==> config.mk <==
export PLATFORM = sky130hd
export DESIGN_NAME = sv32_tlb
export DESIGN_NICKNAME = d
export VERILOG_FILES = /design/src/rtl/sv32_tlb.sv
export SDC_FILE = /design/constraint.sdc
export NUM_CORES = 1
export LEC_CHECK = 0
export CORE_MARGIN = 5
export CORE_UTILIZATION = 60
export CTS_CLUSTER_DIAMETER = 150
export DETAILED_ROUTE_END_ITERATION = 8
export GPL_ROUTABILITY_DRIVEN = 0
export HOLD_SLACK_MARGIN = 0.08
export PLACE_DENSITY = 0.81
export SYNTH_ARGS = -nofsm -noshare
export SYNTH_HDL_FRONTEND = slang
export SYNTH_SLANG_ARGS = --single-unit
export TNS_END_PERCENT = 20
==> constraint.sdc <==
create_clock -name clock -period 7.55 [get_ports clock]
set_input_delay 1.51 -clock clock [delete_from_list [all_inputs] [get_ports clock]]
set_output_delay 1.51 -clock clock [all_outputs]
set_load 0.03 [all_outputs]
==> src/rtl/sv32_tlb.sv <==
// Fully associative Sv32 TLB in front of the page-table walker.
// Define TLB_STATS_EN to add hit_count/miss_count statistics ports.
module sv32_tlb #(
    parameter int unsigned ENTRIES = 8
) (
    input  logic        clock,
    input  logic        reset_n,
    input  logic        req_valid,
    input  logic [31:0] req_vaddr,
    output logic        req_ready,
    output logic        resp_valid,
    output logic [31:0] resp_paddr,
    output logic        resp_fault,
    output logic        walk_req,
    output logic [31:0] walk_vaddr,
    input  logic        walk_done,
    input  logic        walk_fault,
    input  logic [19:0] walk_ppn,
    input  logic        walk_superpage,
    input  logic        flush
`ifdef TLB_STATS_EN
    ,
    output logic [31:0] hit_count,
    output logic [31:0] miss_count
`endif
);

    localparam int unsigned IdxW = (ENTRIES > 1) ? $clog2(ENTRIES) : 1;

    typedef enum logic [1:0] {StIdle, StLookup, StWalk, StResp} state_e;

    state_e              state_q, state_d;
    logic [31:0]         vaddr_q;
    logic [ENTRIES-1:0]  valid_q;
    logic [ENTRIES-1:0]  super_q;
    logic [19:0]         vpn_q [ENTRIES];
    logic [19:0]         ppn_q [ENTRIES];
    logic [IdxW-1:0]     rr_q;
    logic                flush_seen_q, flush_seen_d;
    logic                ready_q;
    logic [31:0]         paddr_q;
    logic                fault_q;

    logic                hit;
    logic [31:0]         hit_paddr;
    logic [IdxW-1:0]     victim;
    logic                use_rr;
    logic                fill;
    logic [31:0]         walk_paddr;

    // At most one entry can match, so OR-reducing the per-entry addresses is a mux.
    always_comb begin
        hit       = 1'b0;
        hit_paddr = '0;
        for (int i = 0; i < int'(ENTRIES); i++) begin
            if (valid_q[i] && (super_q[i] ? (vpn_q[i][19:10] == vaddr_q[31:22])
                                          : (vpn_q[i] == vaddr_q[31:12]))) begin
                hit       = 1'b1;
                hit_paddr = hit_paddr | (super_q[i] ? {ppn_q[i][19:10], vaddr_q[21:0]}
                                                    : {ppn_q[i], vaddr_q[11:0]});
            end
        end
    end

    // Lowest-index invalid entry wins; round-robin only once the table is full.
    always_comb begin
        victim = rr_q;
        use_rr = 1'b1;
        for (int i = int'(ENTRIES) - 1; i >= 0; i--) begin
            if (!valid_q[i]) begin
                victim = IdxW'(i);
                use_rr = 1'b0;
            end
        end
    end

    assign fill = (state_q == StWalk) && walk_done && !walk_fault && !flush_seen_q && !flush;
    assign walk_paddr = walk_superpage ? {walk_ppn[19:10], vaddr_q[21:0]}
                                       : {walk_ppn, vaddr_q[11:0]};

    always_comb begin
        state_d      = state_q;
        flush_seen_d = flush_seen_q;
        case (state_q)
            StIdle:   if (req_valid && ready_q) state_d = StLookup;
            StLookup: state_d = hit ? StIdle : StWalk;
            StWalk:   if (walk_done) state_d = StResp;
            StResp:   state_d = StIdle;
            default:  state_d = StIdle;
        endcase
        if (state_q == StWalk && flush) flush_seen_d = 1'b1;
        if (state_d == StIdle) flush_seen_d = 1'b0;
    end

    always_comb begin
        req_ready  = ready_q;
        resp_valid = 1'b0;
        resp_paddr = '0;
        resp_fault = 1'b0;
        walk_req   = (state_q == StWalk);
        walk_vaddr = '0;
        if (state_q == StLookup && hit) begin
            resp_valid = 1'b1;
            resp_paddr = hit_paddr;
        end else if (state_q == StResp) begin
            resp_valid = 1'b1;
            resp_paddr = paddr_q;
            resp_fault = fault_q;
        end
        if (walk_req) walk_vaddr = vaddr_q;
    end

    always_ff @(posedge clock or negedge reset_n) begin
        if (!reset_n) begin
            state_q      <= StIdle;
            vaddr_q      <= '0;
            flush_seen_q <= 1'b0;
            ready_q      <= 1'b0;
            paddr_q      <= '0;
            fault_q      <= 1'b0;
        end else begin
            state_q      <= state_d;
            flush_seen_q <= flush_seen_d;
            // Registered so that req_ready is also 0 while reset is held.
            ready_q      <= (state_d == StIdle);
            if (state_q == StIdle && req_valid && ready_q) vaddr_q <= req_vaddr;
            if (state_q == StWalk && walk_done) begin
                paddr_q <= walk_fault ? 32'h0 : walk_paddr;
                fault_q <= walk_fault;
            end
        end
    end

    always_ff @(posedge clock or negedge reset_n) begin
        if (!reset_n) begin
            valid_q <= '0;
            super_q <= '0;
            rr_q    <= '0;
            for (int i = 0; i < int'(ENTRIES); i++) begin
                vpn_q[i] <= '0;
                ppn_q[i] <= '0;
            end
        end else begin
            if (flush) begin
                valid_q <= '0;
            end else if (fill) begin
                valid_q[victim] <= 1'b1;
            end
            if (fill) begin
                vpn_q[victim]   <= vaddr_q[31:12];
                ppn_q[victim]   <= walk_ppn;
                super_q[victim] <= walk_superpage;
                if (use_rr) rr_q <= rr_q + IdxW'(1);
            end
        end
    end

`ifdef TLB_STATS_EN
    always_ff @(posedge clock or negedge reset_n) begin
        if (!reset_n) begin
            hit_count  <= '0;
            miss_count <= '0;
        end else if (state_q == StLookup) begin
            if (hit) hit_count <= hit_count + 32'd1;
            else     miss_count <= miss_count + 32'd1;
        end
    end
`endif

endmodule
==> impl_metrics.env, run 1 <==
export IMPL_grt_max_degree=171
export IMPL_hold_viol_final=0
export IMPL_cts_repair_resizes=0
export IMPL_route_antenna_remaining_nets=0
export IMPL_worstSetupStartpointType="flip-flop"
export IMPL_setup_violations=0
export IMPL_chipWidth_um=193
export IMPL_power_per_cell_area_nw_per_um2=303
export IMPL_floorplan_initialDensity_pct=60.4
export IMPL_outcome="complete, no violations"
export IMPL_drt_wirelength_per_cell_um=24.4
export IMPL_synth_top_family_by_area="multiplexers"
export IMPL_tritoncts_clock_tree="yes"
export IMPL_ys_seq_area_share_pct=50.7
export IMPL_syn_cell_area_sq_um=20200
export IMPL_synthAdderAreaFrac_pct=0.0621
export IMPL_worstPathMaxFanout=27
export IMPL_p_leak_nw=10.7
export IMPL_num_rows=67
export IMPL_holdWs_ps=479
export IMPL_synthSimpleGateAreaFrac_pct=7.86
export IMPL_detail_route_iter0_violations=1210
export IMPL_synth_area_mux_share_pct=25.7
export IMPL_critical_path_class="flip-flop to primary output"
export IMPL_die_area_sq_um=37400
export IMPL_cpLargestDelayFamily="simple AND/OR/NAND/NOR gates"
export IMPL_clockBufferDepth=3
export IMPL_cts_reportedPaths_clkPinSlew_ps=60
export IMPL_timing_critical_path_arrival_ps=4890
export IMPL_post_drt_via_cell_ratio=6.33
export IMPL_synth_cell_types=49
export IMPL_worst_ep_required_ps=6040
export IMPL_worstSkewPairLatency_ps=540
export IMPL_clock_tree_root_cell="clkbuf_16"
export IMPL_first_global_vias=14500
export IMPL_final_util_pct=69.4
export IMPL_cts_max_level=2
export IMPL_grt_first_pass_wirelength_mm=83.5
export IMPL_worst_case_clock_skew_ps=17.2
export IMPL_cts_repair_timing_setup_buffer_count=0
export IMPL_syn_avg_cell_area_sq_um=12.6
export IMPL_timing_max_transition_violations_final=0
export IMPL_placement_io_buffers=126
export IMPL_min_delay_path_class="flip-flop to flip-flop"
export IMPL_yosys_register_bits=408
export IMPL_globalRouteTotalUtil_pct=27.8
export IMPL_multi_input_logic_area_sq_um=9340
export IMPL_synth_warnings=0
export IMPL_grt_antenna_before_repair=4
export IMPL_post_route_drc_count=0
export IMPL_critical_path_slowest_cell="dfrtp_1"
export IMPL_drt_first_pass_iters=7
export IMPL_synth_xor_area_share_pct=7.04
export IMPL_tns_ps=0
export IMPL_max_cap_viols=0
export IMPL_fillerInstances=2382
export IMPL_core_area_sq_um=33400
export IMPL_pin_count=127
export IMPL_drive_gt1_share_pct=31.1
export IMPL_fmax_mhz=156
export IMPL_period_share_pct=84.8
export IMPL_slew_limit_headroom_pct=19.6
export IMPL_ctsHoldBuffers=0
export IMPL_cts_buffers=43
export IMPL_postPlaceCellArea_sq_um=21800
export IMPL_max_slew_worst_pin_slew_ps=1210
export IMPL_period_minus_slack_ps=6400
export IMPL_power_ir_vdd_worst_mv=0.257
export IMPL_die_h_um=193
export IMPL_synthToLayoutAreaGrowth_pct=14.9
export IMPL_detail_route_wirelength_mm=52.5
export IMPL_postLayoutCellArea_sq_um=23100
export IMPL_crit_buf_inv=3
export IMPL_share_of_the_synthesized_area_in_compound_gates_ao_oa_aoi_oai_pct=5.48
export IMPL_setup_repair_after_global_routing_missed_its_margin="false"
export IMPL_via_count=13600
export IMPL_tritoncts_num_sinks=408
export IMPL_grt_overflow=0
export IMPL_fin_total_pwr_mw=7.01
export IMPL_worstSetupEndpointType="primary output"
export IMPL_total_half_perimeter_wirelength_after_legalization_and_detailed_placement_mm=32.6
export IMPL_crit_path_cell_trace="xor2_1 > nor4_1 > a41oi_1 > buf_4 > nor2_1 > nor2_1 > a31oi_2 > buf_4 > a22o_1 > clkdlybuf4s50_1"
export IMPL_crit_path_largest_cell_delay_ps=1140
export IMPL_synthCells=1596
export IMPL_num_nets_final=1741
export IMPL_synth_fp_nets=1656
export IMPL_final_seq_area_sq_um=10200
[area by class of cell]
class / count / share of cell area [%]
Sequential cell: 408 / 44.1
Multi-Input combinational cell: 1044 / 40.3
Timing Repair Buffer: 174 / 7.13
Clock buffer: 64 / 5.60
Tap cell: 448 / 2.42
Clock inverter: 6 / 0.238
Inverter: 10 / 0.162
Antenna cell: 1 / 0.0108
[worst paths after layout]
kind	from	endpoint	slack [ps]	cells past startpoint
max in group asynchronous	reset_n	vaddr_q[11]	5040	2
worst max register to register	state_q[0]	ppn_q[53]	3730	9
min in group asynchronous	reset_n	vaddr_q[13]	1020	1
worst min-delay path	rr_q[2]	rr_q[2]	480	1
worst max-delay path	vaddr_q[13]	resp_paddr[18]	1150	10
worst min register to register	rr_q[2]	rr_q[2]	480	1
[logic make-up after synthesis]
logic type	after synthesis
DFF	408
buffers and inverters	144
adders and majority gates	1
and+or+nand+nor	280
xor gates and xnor gates	162
AOI/OAI and AO/OA	149
muxes	452
[per-stage QoR]
| step | setup WS [ps] | std cells |
|---|---|---|
| after global routing | 934 | 2155 |
| after global placement | 1840 | 2084 |
| final | 1150 | 2155 |
| after floorplan | 3310 | 1596 |
| after CTS | 1140 | 2154 |
| after detailed placement | 1730 | 2084 |
[metal layers]
layer | up-vias | GRT usage [%] | part of all wire [%]
met5 | - | 0 | 0.040
met4 | 4 | 7.76 | 2.5
met3 | 120 | 5.41 | 7.6
met2 | 599 | 45.2 | 48
met1 | 7061 | 38.6 | 42
li1 | 5862 | - | -
[where the power goes]
part | internal (mW) | switching (mW)
sequential | 2.50 | 0.489
combinational | 0.899 | 1.07
clock | 1.21 | 0.837
total | 4.61 | 2.39
[cells in the mapped netlist (all sizes together)]
cell type  instances  share of area (%)
nand3b             4               0.15
nor2              13               0.24
nand2b            27               0.84
a31o               1              0.043
dfrtp            408                 51
or4                2              0.074
and2              34                1.1
a22oi             41                1.5
nand4             22               0.68
o2111ai            1              0.043
a41oi              8               0.38
a22o              29                1.3
nor3b             23               0.86
nand2             43               0.81
a2111oi           12               0.52
nor4              25               0.81
nor3              41                1.0
nor2b              2              0.062
mux2i             46                2.3
xnor2             77                3.3
mux2             406                 23
and3               6               0.19
buf               45                1.4
ha                 1              0.062
xor2              85                3.7
o21ai             34               0.84
a21oi              1              0.025
o21a               1              0.037
or3                9               0.28
o22ai              3              0.093
nand3             25               0.62
a31oi              2              0.093
inv               10               0.19
or2                2              0.062
clkbuf            89                1.7
o31ai             10               0.37
a21o               4               0.15
o2bb2ai            1              0.043
o311ai             1              0.043
nand4b             2              0.087
[layout by cell type (no fill, tap or decap), types with 10 or more instances in the layout]
master	synthesis	layout
dfrtp_1	408	408
mux2_2	367	367
clkdlybuf4s50_1	0	125
xor2_1	85	85
xnor2_1	77	77
mux2i_1	46	46
buf_4	10	46
clkbuf_16	0	45
nand2_1	42	42
a22oi_1	41	41
nor3_1	40	39
mux2_4	39	39
and2_1	34	34
o21ai_0	34	34
a22o_1	29	29
nand2b_1	27	27
nor4_1	24	24
nand3_1	25	23
nor3b_1	23	23
nand4_1	22	22
nor2_1	13	13
a2111oi_0	12	12
inv_1	10	10
o31ai_1	10	10
clkbuf_8	0	10
[registers in the layout (all words and copies together) (netlist names)]
name	flops
ppn_q	160
vpn_q	160
paddr_q	32
vaddr_q	32
super_q	8
valid_q	8
rr_q	3
state_q	2
fault_q	1
flush_seen_q	1
req_ready	1
Power figures use the tool's default switching activity.
==> run 2: changes to the inputs <==
--- a/config.mk
+++ b/config.mk
@@ -6,12 +6,12 @@
 export NUM_CORES = 1
 export LEC_CHECK = 0
 export CORE_MARGIN = 5
-export CORE_UTILIZATION = 60
+export CORE_UTILIZATION = 54
 export CTS_CLUSTER_DIAMETER = 150
 export DETAILED_ROUTE_END_ITERATION = 8
 export GPL_ROUTABILITY_DRIVEN = 0
 export HOLD_SLACK_MARGIN = 0.08
-export PLACE_DENSITY = 0.81
+export PLACE_DENSITY = 0.77
 export SYNTH_ARGS = -nofsm -noshare
 export SYNTH_HDL_FRONTEND = slang
 export SYNTH_SLANG_ARGS = --single-unit
==> constraint.sdc (replaced) <==
create_clock -name clock -period 5.6 [get_ports clock]
set_input_delay 1.12 -clock clock [delete_from_list [all_inputs] [get_ports clock]]
set_output_delay 1.12 -clock clock [all_outputs]
set_load 0.03 [all_outputs]
==> impl_metrics.env, run 2 (same netlist as run 1, synthesis figures left out) <==
export IMPL_outcome="complete, no violations"
export IMPL_cts_reportedPaths_clkPinSlew_ps=60
export IMPL_slew_limit_headroom_pct=18.2
export IMPL_p_leak_nw=10.9
export IMPL_most_common_cell_after_layout_fill_and_taps_aside="dfrtp_1"
export IMPL_num_rows=70
export IMPL_route_antenna_remaining_nets=0
export IMPL_crit_reg2reg_launch="state_q[1]"
export IMPL_floorplan_initialDensity_pct=54.9
export IMPL_core_area_sq_um=36700
export IMPL_timing_max_transition_violations_final=0
export IMPL_tritoncts_num_sinks=408
export IMPL_power_per_cell_area_nw_per_um2=408
export IMPL_worst_ep_required_ps=4480
export IMPL_timing_critical_path_arrival_ps=4230
export IMPL_pin_count=127
export IMPL_clock_tree_root_cell="clkbuf_16"
export IMPL_grt_overflow=0
export IMPL_min_delay_path_class="flip-flop to flip-flop"
export IMPL_num_nets_final=1767
export IMPL_worst_case_clock_skew_ps=17.7
export IMPL_tns_ps=0
export IMPL_grt_antenna_before_repair=0
export IMPL_grt_max_degree=144
export IMPL_tritoncts_clock_tree="yes"
export IMPL_worstSkewPairLatency_ps=550
export IMPL_drt_first_pass_iters=7
export IMPL_die_h_um=203
export IMPL_first_global_vias=14500
export IMPL_critical_path_class="flip-flop to primary output"
export IMPL_worstSetupStartpointType="flip-flop"
export IMPL_chipWidth_um=203
export IMPL_clockBufferDepth=3
export IMPL_die_area_sq_um=41300
export IMPL_period_minus_slack_ps=5350
export IMPL_period_share_pct=95.6
export IMPL_max_slew_worst_pin_slew_ps=1230
export IMPL_worstHoldStart="paddr_q[18]"
export IMPL_placement_io_buffers=126
export IMPL_synthToLayoutAreaGrowth_pct=16.6
export IMPL_via_count=13700
export IMPL_globalRouteTotalUtil_pct=26.2
export IMPL_timing_critical_path_from="vaddr_q[29]"
export IMPL_hold_viol_final=0
export IMPL_drt_wirelength_per_cell_um=24.7
export IMPL_worstPathMaxFanout=11
export IMPL_post_route_drc_count=0
export IMPL_drive_gt1_share_pct=34.1
export IMPL_fmax_mhz=187
export IMPL_setup_repair_after_global_routing_missed_its_margin="false"
export IMPL_post_drt_via_cell_ratio=6.20
export IMPL_detail_route_iter0_violations=1055
export IMPL_cts_repair_timing_setup_buffer_count=0
export IMPL_antenna_cells_inserted=0
export IMPL_cts_max_level=2
export IMPL_max_cap_viols=0
export IMPL_final_util_pct=64.0
export IMPL_highest_count_cells_in_the_layout_ignoring_fill_and_taps="407 x dfrtp_1, 367 x mux2_2, 98 x clkdlybuf4s50_1"
export IMPL_grt_first_pass_wirelength_mm=85.4
export IMPL_cts_buffers=43
export IMPL_largestRegisters="ppn_q x160, vpn_q x160"
export IMPL_total_half_perimeter_wirelength_after_legalization_and_detailed_placement_mm=34.4
export IMPL_setup_violations=0
export IMPL_power_ir_vdd_worst_mv=0.445
export IMPL_fillerInstances=2692
export IMPL_detail_route_wirelength_mm=54.5
export IMPL_worstSetupEndpointType="primary output"
[run 2: changes by cell type in the layout (fill, tap and decap cells not counted), sizes merged]
| cell | previous run | this run |
|---|---|---|
| buf | 49 | 102 |
| clkdlybuf4s50 | 125 | 98 |
| inv | 10 | 11 |
| clkbuf | 64 | 63 |
| diode | 1 | 0 |
| clkinv | 5 | 12 |
[run 2: worst paths after layout]
kind | depth (start not counted) | end | slack (ps)
min in group asynchronous | 1 | ppn_q[23] | 600
hold reg to reg | 2 | paddr_q[18] | 480
setup / recovery | 10 | resp_paddr[27] | 250
max in group asynchronous | 2 | vaddr_q[12] | 3650
setup reg to reg | 8 | vpn_q[43] | 1980
hold / removal | 2 | paddr_q[18] | 480
[run 2: where the power goes]
part           switching [mW]  leakage (nW)  internal (mW)  total, mW
Clock                    1.18         0.699           1.63       2.81
Sequential              0.564          5.53           3.38       3.94
Combinational            1.53          4.69           1.29       2.82
[run 2: through the flow]
step	area [sq um]	std cells	hold WS (ps)	power, mW	setup slack [ps]
finish	23500	2207	481	9.57	246
global route	23500	2207	508	10.0	3.00
CTS	23500	2207	479	9.61	195
detailed placement	22100	2130	466	6.79	818
global placement	22100	2130	462	6.71	789
floorplan	20200	1596	445	5.76	1750
[run 2: timing repair]
item,CTS,global route
gates resized for setup,0,1
hold buffers,0,0
endpoints found under the setup margin,0,2
[run 2: metal layers]
| metal | vias to the layer above | GRT usage, % | share of wire, % |
|---|---|---|---|
| met3 | 102 | 3.85 | 6.9 |
| met1 | 7108 | 36.9 | 43 |
| met5 | - | 0 | 0 |
| met4 | 0 | 7.56 | 2.7 |
| li1 | 5940 | - | - |
| met2 | 541 | 42.7 | 47 |
[run 2: final cells by class]
cell class	count	area, sq um	area share [%]
Timing Repair Buffer	200	1930	8.21
Tap cell	468	586	2.49
Multi-Input combinational cell	1044	9340	39.7
Inverter	10	37.5	0.160
Sequential cell	408	10200	43.5
Clock buffer	63	1280	5.46
Clock inverter	14	110	0.469
[run 2: worst max-delay path, stage by stage (launching register included)]
cell,delay [ps]
dfrtp_1,670
buf_4,270
xor2_1,80
nor3_1,300
nand3_1,390
nor2_1,290
buf_4,160
nor2_1,70
a31o_2,340
o21ai_0,350
clkdlybuf4s50_1,760
==> run 3: changes to the inputs <==
--- a/config.mk
+++ b/config.mk
@@ -11,7 +11,7 @@
 export DETAILED_ROUTE_END_ITERATION = 8
 export GPL_ROUTABILITY_DRIVEN = 0
 export HOLD_SLACK_MARGIN = 0.08
-export PLACE_DENSITY = 0.77
+export PLACE_DENSITY_LB_ADDON = 0.05
 export SYNTH_ARGS = -nofsm -noshare
 export SYNTH_HDL_FRONTEND = slang
 export SYNTH_SLANG_ARGS = --single-unit
==> impl_metrics.env, run 3 (same netlist as run 1, synthesis figures left out) <==
export IMPL_outcome="complete, no violations"
export IMPL_critical_path_slowest_cell="dfrtp_1"
export IMPL_fmax_mhz=187
export IMPL_most_common_cell_after_layout_fill_and_taps_aside="dfrtp_1"
export IMPL_cts_reportedPaths_clkPinSlew_ps=50
export IMPL_setup_repair_after_global_routing_missed_its_margin="false"
export IMPL_post_route_drc_count=0
export IMPL_detail_route_wirelength_mm=53.3
export IMPL_postLayoutCellArea_sq_um=23500
export IMPL_p_leak_nw=10.9
export IMPL_floorplan_initialDensity_pct=54.9
export IMPL_highest_count_cells_in_the_layout_ignoring_fill_and_taps="406 x dfrtp_1, 367 x mux2_2, 100 x clkdlybuf4s50_1"
export IMPL_crit_path_cell_trace="xor2_1 > nor4_1 > nand3_1 > nor2_1 > nor2_1 > a31oi_4 > a22o_1 > clkdlybuf4s50_1"
export IMPL_synthToLayoutAreaGrowth_pct=16.4
export IMPL_period_share_pct=95.5
export IMPL_tritoncts_num_sinks=408
export IMPL_ctsHoldBuffers=0
export IMPL_grt_antenna_before_repair=0
export IMPL_pin_count=127
export IMPL_max_slew_worst_pin_slew_ps=939
export IMPL_clockBufferDepth=3
export IMPL_postPlaceCellArea_sq_um=22000
export IMPL_largestRegisters="ppn_q x160, vpn_q x160"
export IMPL_die_h_um=203
export IMPL_drt_wirelength_per_cell_um=24.3
export IMPL_core_area_sq_um=36700
export IMPL_worstSetupEndpointType="primary output"
export IMPL_cts_buffers=45
export IMPL_grt_max_degree=115
export IMPL_max_cap_viols=0
export IMPL_detail_route_iter0_violations=699
export IMPL_worstSkewPairLatency_ps=570
export IMPL_crit_path_largest_cell_delay_ps=840
export IMPL_via_count=13100
export IMPL_timing_max_transition_violations_final=0
export IMPL_worstPathMaxFanout=18
export IMPL_tns_ps=0
export IMPL_min_delay_path_class="flip-flop to flip-flop"
export IMPL_drive_gt1_share_pct=33.4
export IMPL_num_nets_final=1752
export IMPL_cpMostUsedCell="nor2_1"
export IMPL_globalRouteTotalUtil_pct=26.0
export IMPL_setup_ws_ps=249
export IMPL_tritoncts_clock_tree="yes"
export IMPL_grt_overflow=0
export IMPL_cts_max_level=2
export IMPL_critical_path_class="flip-flop to primary output"
export IMPL_worst_ep_required_ps=4480
export IMPL_post_place_ws_ps=773
export IMPL_fin_total_pwr_mw=9.58
export IMPL_power_ir_vdd_worst_mv=0.314
export IMPL_hold_viol_final=0
export IMPL_worst_case_clock_skew_ps=27.6
export IMPL_grt_first_pass_wirelength_mm=83.8
export IMPL_chipWidth_um=203
export IMPL_timing_critical_path_arrival_ps=4230
export IMPL_route_antenna_remaining_nets=0
export IMPL_worstSetupStartpointType="flip-flop"
export IMPL_total_half_perimeter_wirelength_after_legalization_and_detailed_placement_mm=33.3
export IMPL_placement_io_buffers=126
export IMPL_slew_limit_headroom_pct=36.9
export IMPL_drt_first_pass_iters=5
export IMPL_clock_tree_root_cell="clkbuf_16"
export IMPL_setup_violations=0
export IMPL_holdWs_ps=474
export IMPL_post_drt_via_cell_ratio=6.00
export IMPL_die_area_sq_um=41300
export IMPL_antenna_cells_inserted=0
export IMPL_period_minus_slack_ps=5350
export IMPL_power_per_cell_area_nw_per_um2=408
export IMPL_first_global_vias=14000
export IMPL_num_rows=70
## run 3: routing by layer
layer | part of all wire, % | GRT usage [%] | vias up
met4 | 2.4 | 7.68 | 0
li1 | - | - | 5891
met5 | 0 | 0 | -
met1 | 45 | 36.3 | 6803
met3 | 5.9 | 4.79 | 79
met2 | 47 | 41.9 | 373
## run 3: area by class of cell
| type | instances | area, sq um |
|---|---|---|
| Fill cell | 2824 | 13200 |
| Sequential cell | 408 | 10200 |
| Multi-Input combinational cell | 1044 | 9350 |
| Timing Repair Buffer | 183 | 1830 |
| Clock buffer | 67 | 1370 |
| Tap cell | 468 | 586 |
| Clock inverter | 10 | 81.3 |
| Inverter | 10 | 37.5 |
## run 3: worst paths after layout
check | startpoint | to | slack (ps) | cells past startpoint
min in group asynchronous | reset_n | vaddr_q[15] | 640 | 1
max in group asynchronous | reset_n | ppn_q[77] | 3790 | 2
worst max register to register | state_q[1] | vpn_q[49] | 1930 | 8
worst max-delay path | vaddr_q[22] | resp_paddr[3] | 250 | 8
worst min register to register | rr_q[2] | rr_q[2] | 470 | 1
worst min-delay path | rr_q[2] | rr_q[2] | 470 | 1
## run 3: power by group
part / total (mW) / internal (mW) / switching, mW
Combinational: 2.59 / 1.24 / 1.35
Clock: 2.91 / 1.73 / 1.18
Sequential: 4.08 / 3.38 / 0.706
Total: 9.58 / 6.35 / 3.23
## run 3: timing repair
action                                  in CTS  in global routing
endpoints found under the setup margin       0                  7
buffers inserted                             0                  0
resized for setup                            0                  2
## run 3: stage by stage
step | std cells | util, %
2_1_floorplan | 1596 | -
3_3_place_gp | 2113 | 60.0
3_5_place_dp | 2113 | 60.0
4_1_cts | 2190 | 63.9
5_1_grt | 2190 | 64.0
6_report | 2190 | 64.0
## run 3: worst max-delay path: cells and delay by family (launching register included)
kind / cells / cell delay [ps]
flops: 1 / 840
xor+xnor: 1 / 140
simple gates: 4 / 1200
buf+inv: 1 / 680
compound gates: 2 / 780
